$ cat src/rtl/stopwatch_counter.sv
`default_nettype none
//============================================================================
// Module   : stopwatch_counter
// Brief    : Divides clk to a TICK_HZ tick and keeps a BCD SS.hh time that
//            clears on init_regs and advances on count_enabled. The lap-hold
//            display freeze is built only when STOPWATCH_LAP_HOLD_EN is defined.
// Revision : 1.0 - initial release
//============================================================================
module stopwatch_counter #(
    parameter int CLK_FREQ_HZ = 100_000_000,
    parameter int TICK_HZ     = 100
) (
    input  logic        clk,
    input  logic        reset,
    input  logic        init_regs,
    input  logic        count_enabled,
    input  logic        lap,
    output logic [15:0] disp_digits,
    output logic        tick,
    output logic        wrap,
    output logic        holding
);

    localparam int                 c_DIV      = CLK_FREQ_HZ / TICK_HZ;
    localparam int                 c_PRE_W    = (c_DIV > 1) ? $clog2(c_DIV) : 1;
    localparam logic [c_PRE_W-1:0] c_PRE_LAST = c_PRE_W'(c_DIV - 1);

    logic [c_PRE_W-1:0] r_pre;
    logic [15:0]        r_time;
    logic               r_tick;
    logic               r_wrap;
    logic               w_pre_last;
    logic [15:0]        w_time_inc;
    logic [4:0]         w_carry;

    assign w_pre_last = (r_pre == c_PRE_LAST);
    assign w_carry[0] = 1'b1;

    // BCD ripple increment: each digit advances only when every lower digit is 9.
    generate
        for (genvar gi = 0; gi < 4; gi++) begin : g_digit
            logic [3:0] w_cur;
            logic       w_nine;
            assign w_cur                  = r_time[4*gi +: 4];
            assign w_nine                 = (w_cur == 4'd9);
            assign w_carry[gi+1]          = w_carry[gi] & w_nine;
            assign w_time_inc[4*gi +: 4]  = !w_carry[gi] ? w_cur :
                                            (w_nine ? 4'd0 : w_cur + 4'd1);
        end
    endgenerate

    always_ff @(posedge clk) begin
        if (!reset) begin
            r_pre  <= '0;
            r_time <= '0;
            r_tick <= 1'b0;
            r_wrap <= 1'b0;
        end else if (init_regs) begin
            r_pre  <= '0;
            r_time <= '0;
            r_tick <= 1'b0;
            r_wrap <= 1'b0;
        end else begin
            r_tick <= 1'b0;
            r_wrap <= 1'b0;
            // Paused cycles leave r_pre untouched so the fraction survives resume.
            if (count_enabled) begin
                if (w_pre_last) begin
                    r_pre  <= '0;
                    r_time <= w_time_inc;
                    r_tick <= 1'b1;
                    r_wrap <= w_carry[4];
                end else begin
                    r_pre <= r_pre + c_PRE_W'(1);
                end
            end
        end
    end

    assign tick = r_tick;
    assign wrap = r_wrap;

`ifdef STOPWATCH_LAP_HOLD_EN
    logic        r_holding;
    logic [15:0] r_lap_time;

    // Capture uses the current register, so a lap on an increment edge keeps the old value.
    always_ff @(posedge clk) begin
        if (!reset) begin
            r_holding  <= 1'b0;
            r_lap_time <= '0;
        end else if (init_regs) begin
            r_holding  <= 1'b0;
        end else if (lap) begin
            if (!r_holding) begin
                r_lap_time <= r_time;
            end
            r_holding <= !r_holding;
        end
    end

    assign disp_digits = r_holding ? r_lap_time : r_time;
    assign holding     = r_holding;
`else
    logic w_unused_lap;
    assign w_unused_lap = lap;
    assign disp_digits  = r_time;
    assign holding      = 1'b0;
`endif

endmodule
`default_nettype wire

$ cat config.mk
export PLATFORM = sky130hd
export DESIGN_NAME = stopwatch_counter
export DESIGN_NICKNAME = d
export VERILOG_FILES = /design/src/rtl/stopwatch_counter.sv
export SDC_FILE = /design/constraint.sdc
export NUM_CORES = 1
export LEC_CHECK = 0
export ABC_AREA = 1
export BUFFER_PORTS_ARGS = -buffer_cell sky130_fd_sc_hd__buf_2
export CAP_MARGIN = 20
export CORE_MARGIN = 5
export CORE_UTILIZATION = 40
export CTS_CLUSTER_SIZE = 24
export DETAILED_ROUTE_END_ITERATION = 8
export GPL_TIMING_DRIVEN = 0
export PLACE_DENSITY = 0.59
export SYNTH_ARGS = -nofsm -noshare
export SYNTH_HDL_FRONTEND = slang
export SYNTH_SLANG_ARGS = --single-unit
$ cat constraint.sdc
create_clock -name clk -period 2.29 [get_ports clk]
set_clock_uncertainty 0.15 [all_clocks]
set_input_delay 0.3435 -clock clk [delete_from_list [all_inputs] [get_ports clk]]
set_output_delay 0.3435 -clock clk [all_outputs]
set_load 0.02 [all_outputs]
==> impl_metrics.json, run 1 <==
{
  "status": "completed",
  "grt_max_degree": 13,
  "cts-root-buf": "clkbuf_8",
  "cts.clk_slew.worst_paths_ns": 0.08,
  "post_cts_buffers": 0,
  "gr-usage-all-layers": 0.141,
  "io_buffers": 20,
  "ant_nets": 0,
  "die_h_microns": 81.9,
  "hold_buffers": 0,
  "vias": 1838,
  "critPathArrivalTime_ns": 1.90,
  "finalCritPeriodShare": 0.811,
  "ys_ff_latch": 38,
  "vdd_drop_max_uv": 261,
  "power.density_nw_per_um2": 509,
  "n_fill_cell": 566,
  "initial_core_util": 0.408,
  "clk_path_buf_depth": 2,
  "cap_violations": 0,
  "diodes": 0,
  "synth_nets": 321,
  "drc": 0,
  "cts_resized": 0,
  "final_cells": 413,
  "ys_warn_count": 0,
  "rsz0062_at_grt": "no",
  "drtIter0Drc": 61,
  "crit_fanout": 10,
  "finalCriticalPeriod_ns": 1.86,
  "drtPass1Iterations": 4,
  "setup_violations": 0,
  "cts_sinks": 38,
  "finalNetCount": 348,
  "core-area_sq_um": 5070,
  "dp.cells": 405,
  "pin_count": 24,
  "drv_slew": 0,
  "ys_seq_area_frac": 0.368,
  "antenna_found_initial": 0,
  "cp.required_ns": 2.33,
  "setup_tns_ns": 0,
  "startpoint_type": "register",
  "routed_wl_mm": 4.18,
  "area.growth.synth_to_final_pct": 13.7,
  "syn_inst": 315,
  "insertion_delay_ns": 0.29,
  "htree_levels": 2,
  "fmax_mhz": 539,
  "vias_per_cell": 4.45,
  "die_w_microns": 81.9,
  "synth_area_sq_um": 2070,
  "layout-drive-gt1-share": 0.169,
  "grt_pass1_wl_mm": 7.29,
  "dieArea_sq_um": 6710,
  "rows": 26,
  "p_leak_nw": 1.01,
  "gr-total-overflow": 0,
  "path_class": "reg -> reg",
  "hold_viol_final": 0,
  "end_kind": "register",
  "avgSynthCellArea_sq_um": 6.57,
  "hold_class": "in -> reg",
  "routedWlPerCell_microns": 10.1,
  "cts_buffers": 5,
  "grt_pass1_vias": 1694,
  "gp_congestion": 0.802,
  "dp_hpwl_mm": 3.19,
  "tritoncts": "done",
  "yosysUniqueCellTypes": 35
}
-- metrics by stage --
step            util  hold slack (ns)  total power, W  area, sq um  setup slack [ns]
3_3_place_gp   0.445            0.323        0.000718         2260             0.466
4_1_cts        0.463            0.174         0.00123         2350             0.416
3_5_place_dp   0.445            0.330        0.000719         2260             0.436
2_1_floorplan      -            0.304        0.000708         2070             0.668
6_report       0.463            0.189         0.00120         2350             0.434
5_1_grt        0.463            0.194         0.00126         2350             0.314
-- area by class of cell --
cell class / instances / area, sq um / share of cell area
inverters: 46 / 174 / 0.0740
clock buffers: 6 / 82.6 / 0.0351
well taps: 70 / 87.6 / 0.0373
clock inverters: 2 / 12.5 / 0.00532
repair buffers: 20 / 100 / 0.0426
plain buffers: 5 / 38.8 / 0.0165
flip-flops and latches: 38 / 761 / 0.324
multi-input cells: 226 / 1090 / 0.466
-- final timing paths --
| check | startpoint | to | slack [ns] | cells after the start |
|---|---|---|---|---|
| min reg2reg | disp_digits[1]$_SDFFE_PP0P_ | disp_digits[1]$_SDFFE_PP0P_ | 0.35 | 2 |
| max reg2reg | r_pre[0]$_SDFFE_PP0P_ | disp_digits[1]$_SDFFE_PP0P_ | 0.43 | 9 |
| min | count_enabled | r_pre[0]$_SDFFE_PP0P_ | 0.19 | 3 |
| max | r_pre[0]$_SDFFE_PP0P_ | disp_digits[1]$_SDFFE_PP0P_ | 0.43 | 9 |
-- power by group --
part	leakage [nW]	switching, W	internal [W]	total [W]
sequential	0.306	0.00000133	0.000661	0.000663
combinational	0.655	0.0000259	0.0000138	0.0000397
clock	0.0472	0.000251	0.000242	0.000493
total	1.01	0.000278	0.000918	0.00120
-- cells in the final DEF, fill, tap and decap left out --
cell         n
nor4_1       1
clkinv_2     2
nand2_2      4
o211ai_1     1
o21ai_2      2
nor2_1      63
nand4_1      6
nor2_8       1
nor2_2       7
buf_1        1
nor3_1       8
buf_6        2
nand3_1     10
nand3b_1     2
o21a_1       1
inv_2        4
a211oi_1     1
buf_2       21
a21oi_1      9
clkbuf_8     6
a31oi_1      1
inv_1       41
nand3_4      1
xor2_1       5
o21ai_0      3
nor3b_1      2
conb_1       1
nor2_4       4
o21bai_1     2
clkinvlp_4   1
ha_1         1
buf_4        1
xnor2_1      1
nand2_1     86
nand2_4      2
dfxtp_1     38
a21boi_0     1
-- synth_stat cells --
library cell   n  area share
nand3b_1       2      0.0073
nor3_1         8       0.019
inv_2          4      0.0073
buf_4          1      0.0036
dfxtp_1       38        0.37
o211ai_1       1      0.0036
a211oi_1       1      0.0036
o21a_1         1      0.0036
nor4_1         1      0.0030
nand2_4        2       0.011
xor2_1         5       0.021
o21bai_1       2      0.0073
nor2_2         7       0.021
buf_1          1      0.0018
clkinv_2       1      0.0024
o21ai_2        2      0.0085
nand2_1       86        0.16
inv_1         41       0.074
nand3_4        1      0.0085
buf_6          2       0.011
nand2_2        4       0.012
nand4_1        6       0.018
nand3_1       10       0.024
nor2_4         4       0.022
conb_1         1      0.0018
a21oi_1        9       0.022
nor2_8         1      0.0097
ha_1           1      0.0060
o21ai_0        3      0.0073
a21boi_0       1      0.0036
xnor2_1        1      0.0042
nor2_1        63        0.11
a31oi_1        1      0.0030
nor3b_1        2      0.0073
buf_2          1      0.0024
-- cells by family after synthesis --
kind of cell	Yosys count	synth area share
compound gates	21	0.0623
flops	38	0.368
buf+inv	51	0.103
fa+ha+maj	1	0.00605
simple gates	197	0.434
xor+xnor	6	0.0254
other cells	1	0.00181
-- metal layers --
layer / vias up / wire length [microns] / global-route usage
li1: 1013 / - / -
met1: 788 / 2050 / 0.171
met2: 32 / 1900 / 0.236
met3: 5 / 159 / 0.0318
met4: 0 / 70 / 0.0648
met5: - / 0 / 0
-- state kept, by name, summed over array words and instances, names as in the netlist --
name and flops:
r_pre 20, wrap 1, disp_digits 16, tick 1
-- worst max-delay path, cell delays in order (launching register included) --
cell and delay (ns):
dfxtp_1 0.38, ha_1 0.20, nand2_1 0.18, nor2_8 0.23
nand3_4 0.18, nand2_2 0.11, buf_6 0.15, o21ai_2 0.07
nand2_1 0.06, nand2_1 0.04
Note: power is estimated with default switching activity, not from simulation.
==> inputs of run 2 (changes only) <==
Settings changed: PLACE_DENSITY 0.59 to 0.61.
Clock period 2.29 ns to 1.6 ns, I/O delays scaled along.
==> impl_metrics.json, run 2 (synthesis gave the netlist of run 1 again) <==
{
  "wl_met1_mm": 2.07,
  "grt_max_degree": 13,
  "finalCriticalPeriod_ns": 1.55,
  "gr-usage-all-layers": 0.147,
  "placed_area_sq_um": 2260,
  "cts_buffers": 5,
  "tritoncts": "done",
  "wl_met3_microns": 129,
  "p_leak_nw": 1.09,
  "end_kind": "register",
  "core-area_sq_um": 5070,
  "cts.clk_slew.worst_paths_ns": 0.08,
  "finalNetCount": 354,
  "initial_core_util": 0.408,
  "drtPass1Iterations": 6,
  "topRoutingLayerUsed": "met4",
  "vias": 1894,
  "htree_levels": 2,
  "regMostFlops": "r_pre",
  "die_w_microns": 81.9,
  "dp.cells": 405,
  "crit_fanout": 6,
  "area.growth.synth_to_final_pct": 23.0,
  "dieArea_sq_um": 6710,
  "routedWlPerCell_microns": 10.4,
  "wl_met2_mm": 2.05,
  "power_w": 0.00181,
  "ant_nets": 0,
  "final_cells": 419,
  "cts_sinks": 38,
  "drc": 0,
  "diodes": 0,
  "pin_count": 24,
  "gr-total-overflow": 0,
  "mostFrequentLayoutCell": "nand2_1",
  "drtIter0Drc": 45,
  "cp.required_ns": 1.64,
  "status": "completed",
  "routed_wl_mm": 4.36,
  "setup_tns_ns": 0,
  "grt_pass1_vias": 1838,
  "stdcell_area_sq_um": 2540,
  "drv_slew": 0,
  "gp_congestion": 0.825,
  "startpoint_type": "register",
  "power.density_nw_per_um2": 710,
  "rsz0062_at_grt": "yes",
  "vias_per_cell": 4.52,
  "die_h_microns": 81.9,
  "clk_path_buf_depth": 2,
  "vdd_drop_max_uv": 439,
  "largest_reg_flops": 20,
  "final_util": 0.501,
  "rows": 26,
  "layout-drive-gt1-share": 0.278,
  "cap_violations": 0,
  "antenna_found_initial": 0,
  "finalCritPeriodShare": 0.968,
  "hold_viol_final": 0,
  "path_class": "reg -> reg",
  "grt_pass1_wl_mm": 7.64,
  "insertion_delay_ns": 0.29,
  "layout_common_cells": "nand2_1 (83), nor2_1 (56), inv_1 (40)",
  "cts-root-buf": "clkbuf_8",
  "io_buffers": 20,
  "hold_class": "in -> reg",
  "critPathArrivalTime_ns": 1.59,
  "dp_hpwl_mm": 3.08,
  "setup_violations": 0,
  "fmax_mhz": 646
}
[run 2: changes by cell type in the layout (fill, tap and decap cells not counted), sizes merged]
cell / before / now
inv: 45 / 46
buf: 25 / 31
bufinv: 0 / 1
clkbuf: 6 / 5
clkinvlp: 1 / 0
[run 2: power by group]
part | internal, W | switching, W | leakage (nW)
clock network | 0.000459 | 0.000343 | 0.0579
logic | 0.0000207 | 0.0000390 | 0.722
registers | 0.000941 | 0.00000283 | 0.314
[run 2: layout make-up]
type | count | area, sq um
plain buffers | 5 | 38.8
clock buffers | 5 | 68.8
clock inverters | 3 | 40.0
fillers | 545 | 2530
inverters | 46 | 175
multi-input cells | 226 | 1200
flip-flops and latches | 38 | 788
well taps | 70 | 87.6
repair buffers | 26 | 149
[run 2: path summary, 6_finish.rpt]
check / from / end / cells past startpoint / slack (ns)
min: count_enabled / r_pre[0]$_SDFFE_PP0P_ / 3 / 0.08
max reg2reg: r_pre[1]$_SDFFE_PP0P_ / disp_digits[7]$_SDFFE_PP0P_ / 9 / 0.05
max: r_pre[1]$_SDFFE_PP0P_ / disp_digits[7]$_SDFFE_PP0P_ / 9 / 0.05
min reg2reg: disp_digits[3]$_SDFFE_PP0P_ / disp_digits[3]$_SDFFE_PP0P_ / 2 / 0.34
[run 2: per-stage QoR]
| stage | setup slack [ns] | hold WS, ns |
|---|---|---|
| after CTS | 0.00291 | 0.0747 |
| after floorplan | 0.0103 | 0.272 |
| final | 0.0511 | 0.0814 |
| after global routing | -0.0696 | 0.0939 |
| after detailed placement | -0.178 | 0.336 |
| after global placement | -0.149 | 0.325 |
[run 2: metal layers]
metal	GRT usage	up-vias
met1	0.174	834
li1	-	1026
met2	0.252	26
met4	0.0581	0
met5	0	-
met3	0.0384	8
[run 2: critical path, stage by stage, from the launching register on]
cell and delay [ns]:
dfxtp_2 0.37, ha_4 0.15, nand2_4 0.07, nor2_8 0.12
nand3_4 0.10, buf_4 0.17, nor2_4 0.14, nand2_1 0.07
nand2_1 0.06, nor2_1 0.05
[run 2: timing repair]
action                     in CTS  in global routing
buffers inserted                4                  2
hold buffers                    0                  0
gates resized for setup        10                 35
pin swaps                       4                  7
setup endpoints to repair      29                 26
==> inputs of run 3 (changes only) <==
Settings changed: CORE_MARGIN 5 to 3.
==> impl_metrics.json, run 3 (synthesis gave the netlist of run 1 again) <==
{
  "layout-drive-gt1-share": 0.290,
  "drc": 0,
  "end_kind": "register",
  "routedWlPerCell_microns": 10.3,
  "setup_tns_ns": 0,
  "startpoint_type": "register",
  "drv_slew": 0,
  "final_cells": 419,
  "grt_max_degree": 12,
  "power.density_nw_per_um2": 653,
  "hold_viol_final": 0,
  "regMostFlops": "r_pre",
  "hold_class": "in -> reg",
  "hold_buffers": 0,
  "p_leak_nw": 1.13,
  "core-area_sq_um": 4850,
  "rsz0062_at_grt": "yes",
  "drtPass1Iterations": 4,
  "finalCritPeriodShare": 0.989,
  "wl_met1_mm": 2.06,
  "status": "completed",
  "cap_violations": 0,
  "finalNetCount": 357,
  "finalCriticalPeriod_ns": 1.58,
  "ant_nets": 0,
  "vias_per_cell": 4.56,
  "dp.cells": 402,
  "wl_met3_microns": 162,
  "gr-total-overflow": 0,
  "cts-root-buf": "clkbuf_8",
  "power_w": 0.00170,
  "final_util": 0.538,
  "initial_core_util": 0.427,
  "largest_reg_flops": 20,
  "critPathArrivalTime_ns": 1.62,
  "gp_congestion": 0.806,
  "routed_wl_mm": 4.33,
  "crit_fanout": 8,
  "dp_hpwl_mm": 3.02,
  "setup_violations": 0,
  "pin_count": 24,
  "topRoutingLayerUsed": "met4",
  "die_h_microns": 77.9,
  "insertion_delay_ns": 0.29,
  "n_fill_cell": 495,
  "cts_sinks": 38,
  "grt_pass1_wl_mm": 7.25,
  "cts_buffers": 5,
  "diodes": 0,
  "dieArea_sq_um": 6070,
  "clk_path_buf_depth": 2,
  "cts.clk_slew.worst_paths_ns": 0.07,
  "io_buffers": 20,
  "gr-usage-all-layers": 0.147,
  "drtIter0Drc": 75,
  "fmax_mhz": 632,
  "wl_met2_mm": 2.06,
  "cp.required_ns": 1.64,
  "path_class": "reg -> reg",
  "mostFrequentLayoutCell": "nand2_1",
  "grt_pass1_vias": 1680,
  "rows": 25,
  "tritoncts": "done",
  "antenna_found_initial": 0,
  "die_w_microns": 77.9,
  "htree_levels": 2,
  "area.growth.synth_to_final_pct": 26.1,
  "vias": 1910,
  "vdd_drop_max_uv": 560,
  "layout_common_cells": "nand2_1 (81), nor2_1 (55), inv_1 (40)"
}
[run 3: final timing paths]
path,from,end,slack [ns],depth (start not counted)
hold reg to reg,disp_digits[1]$_SDFFE_PP0P_,disp_digits[1]$_SDFFE_PP0P_,0.34,2
setup / recovery,r_pre[14]$_SDFFE_PP0P_,disp_digits[15]$_SDFFE_PP0P_,0.02,9
hold / removal,count_enabled,r_pre[0]$_SDFFE_PP0P_,0.08,3
setup reg to reg,r_pre[14]$_SDFFE_PP0P_,disp_digits[15]$_SDFFE_PP0P_,0.02,9
[run 3: power by group]
| part | switching, W | internal [W] | total [W] | leakage [nW] |
|---|---|---|---|---|
| combinational | 0.0000422 | 0.0000314 | 0.0000737 | 0.771 |
| clock | 0.000335 | 0.000348 | 0.000683 | 0.0482 |
| sequential | 0.00000269 | 0.000944 | 0.000947 | 0.313 |
| total | 0.000380 | 0.00132 | 0.00170 | 1.13 |
[run 3: cell type report]
cell class              instances  area, sq um  area share
clock inverters                 1         5.00     0.00192
inverters                      46          178      0.0681
multi-input cells             226         1230       0.473
repair buffers                 29          196      0.0753
plain buffers                   5         42.5      0.0163
well taps                      67         83.8      0.0321
clock buffers                   7         86.3      0.0331
flip-flops and latches         38          782       0.300
[run 3: through the flow]
stage,area [sq um],hold WS (ns),worst slack (ns)
detailed placement,2250,0.333,-0.139
finish,2610,0.0821,0.0178
CTS,2420,0.0762,-0.00622
global placement,2250,0.329,-0.137
floorplan,2070,0.272,0.0103
global route,2610,0.0922,-0.0937
[run 3: layer usage]
layer	up-vias	global-route usage
met2	27	0.245
met1	839	0.183
met3	5	0.0394
met4	0	0.0524
li1	1039	-
met5	-	0
[run 3: worst max-delay path, stage by stage, from the launching register on]
cell and delay [ns]:
dfxtp_2 0.35, inv_2 0.06, nor2_4 0.12, nand2_2 0.08, nor2_4 0.13, nand3_4 0.17
nor2_4 0.24, nand2_1 0.08, nand2_1 0.06, nor2_1 0.05
[run 3: what timing repair did]
item	in CTS	in global routing
endpoints found under the setup margin	28	34
pin swaps	5	16
gates resized for setup	5	48
setup buffers	6	3
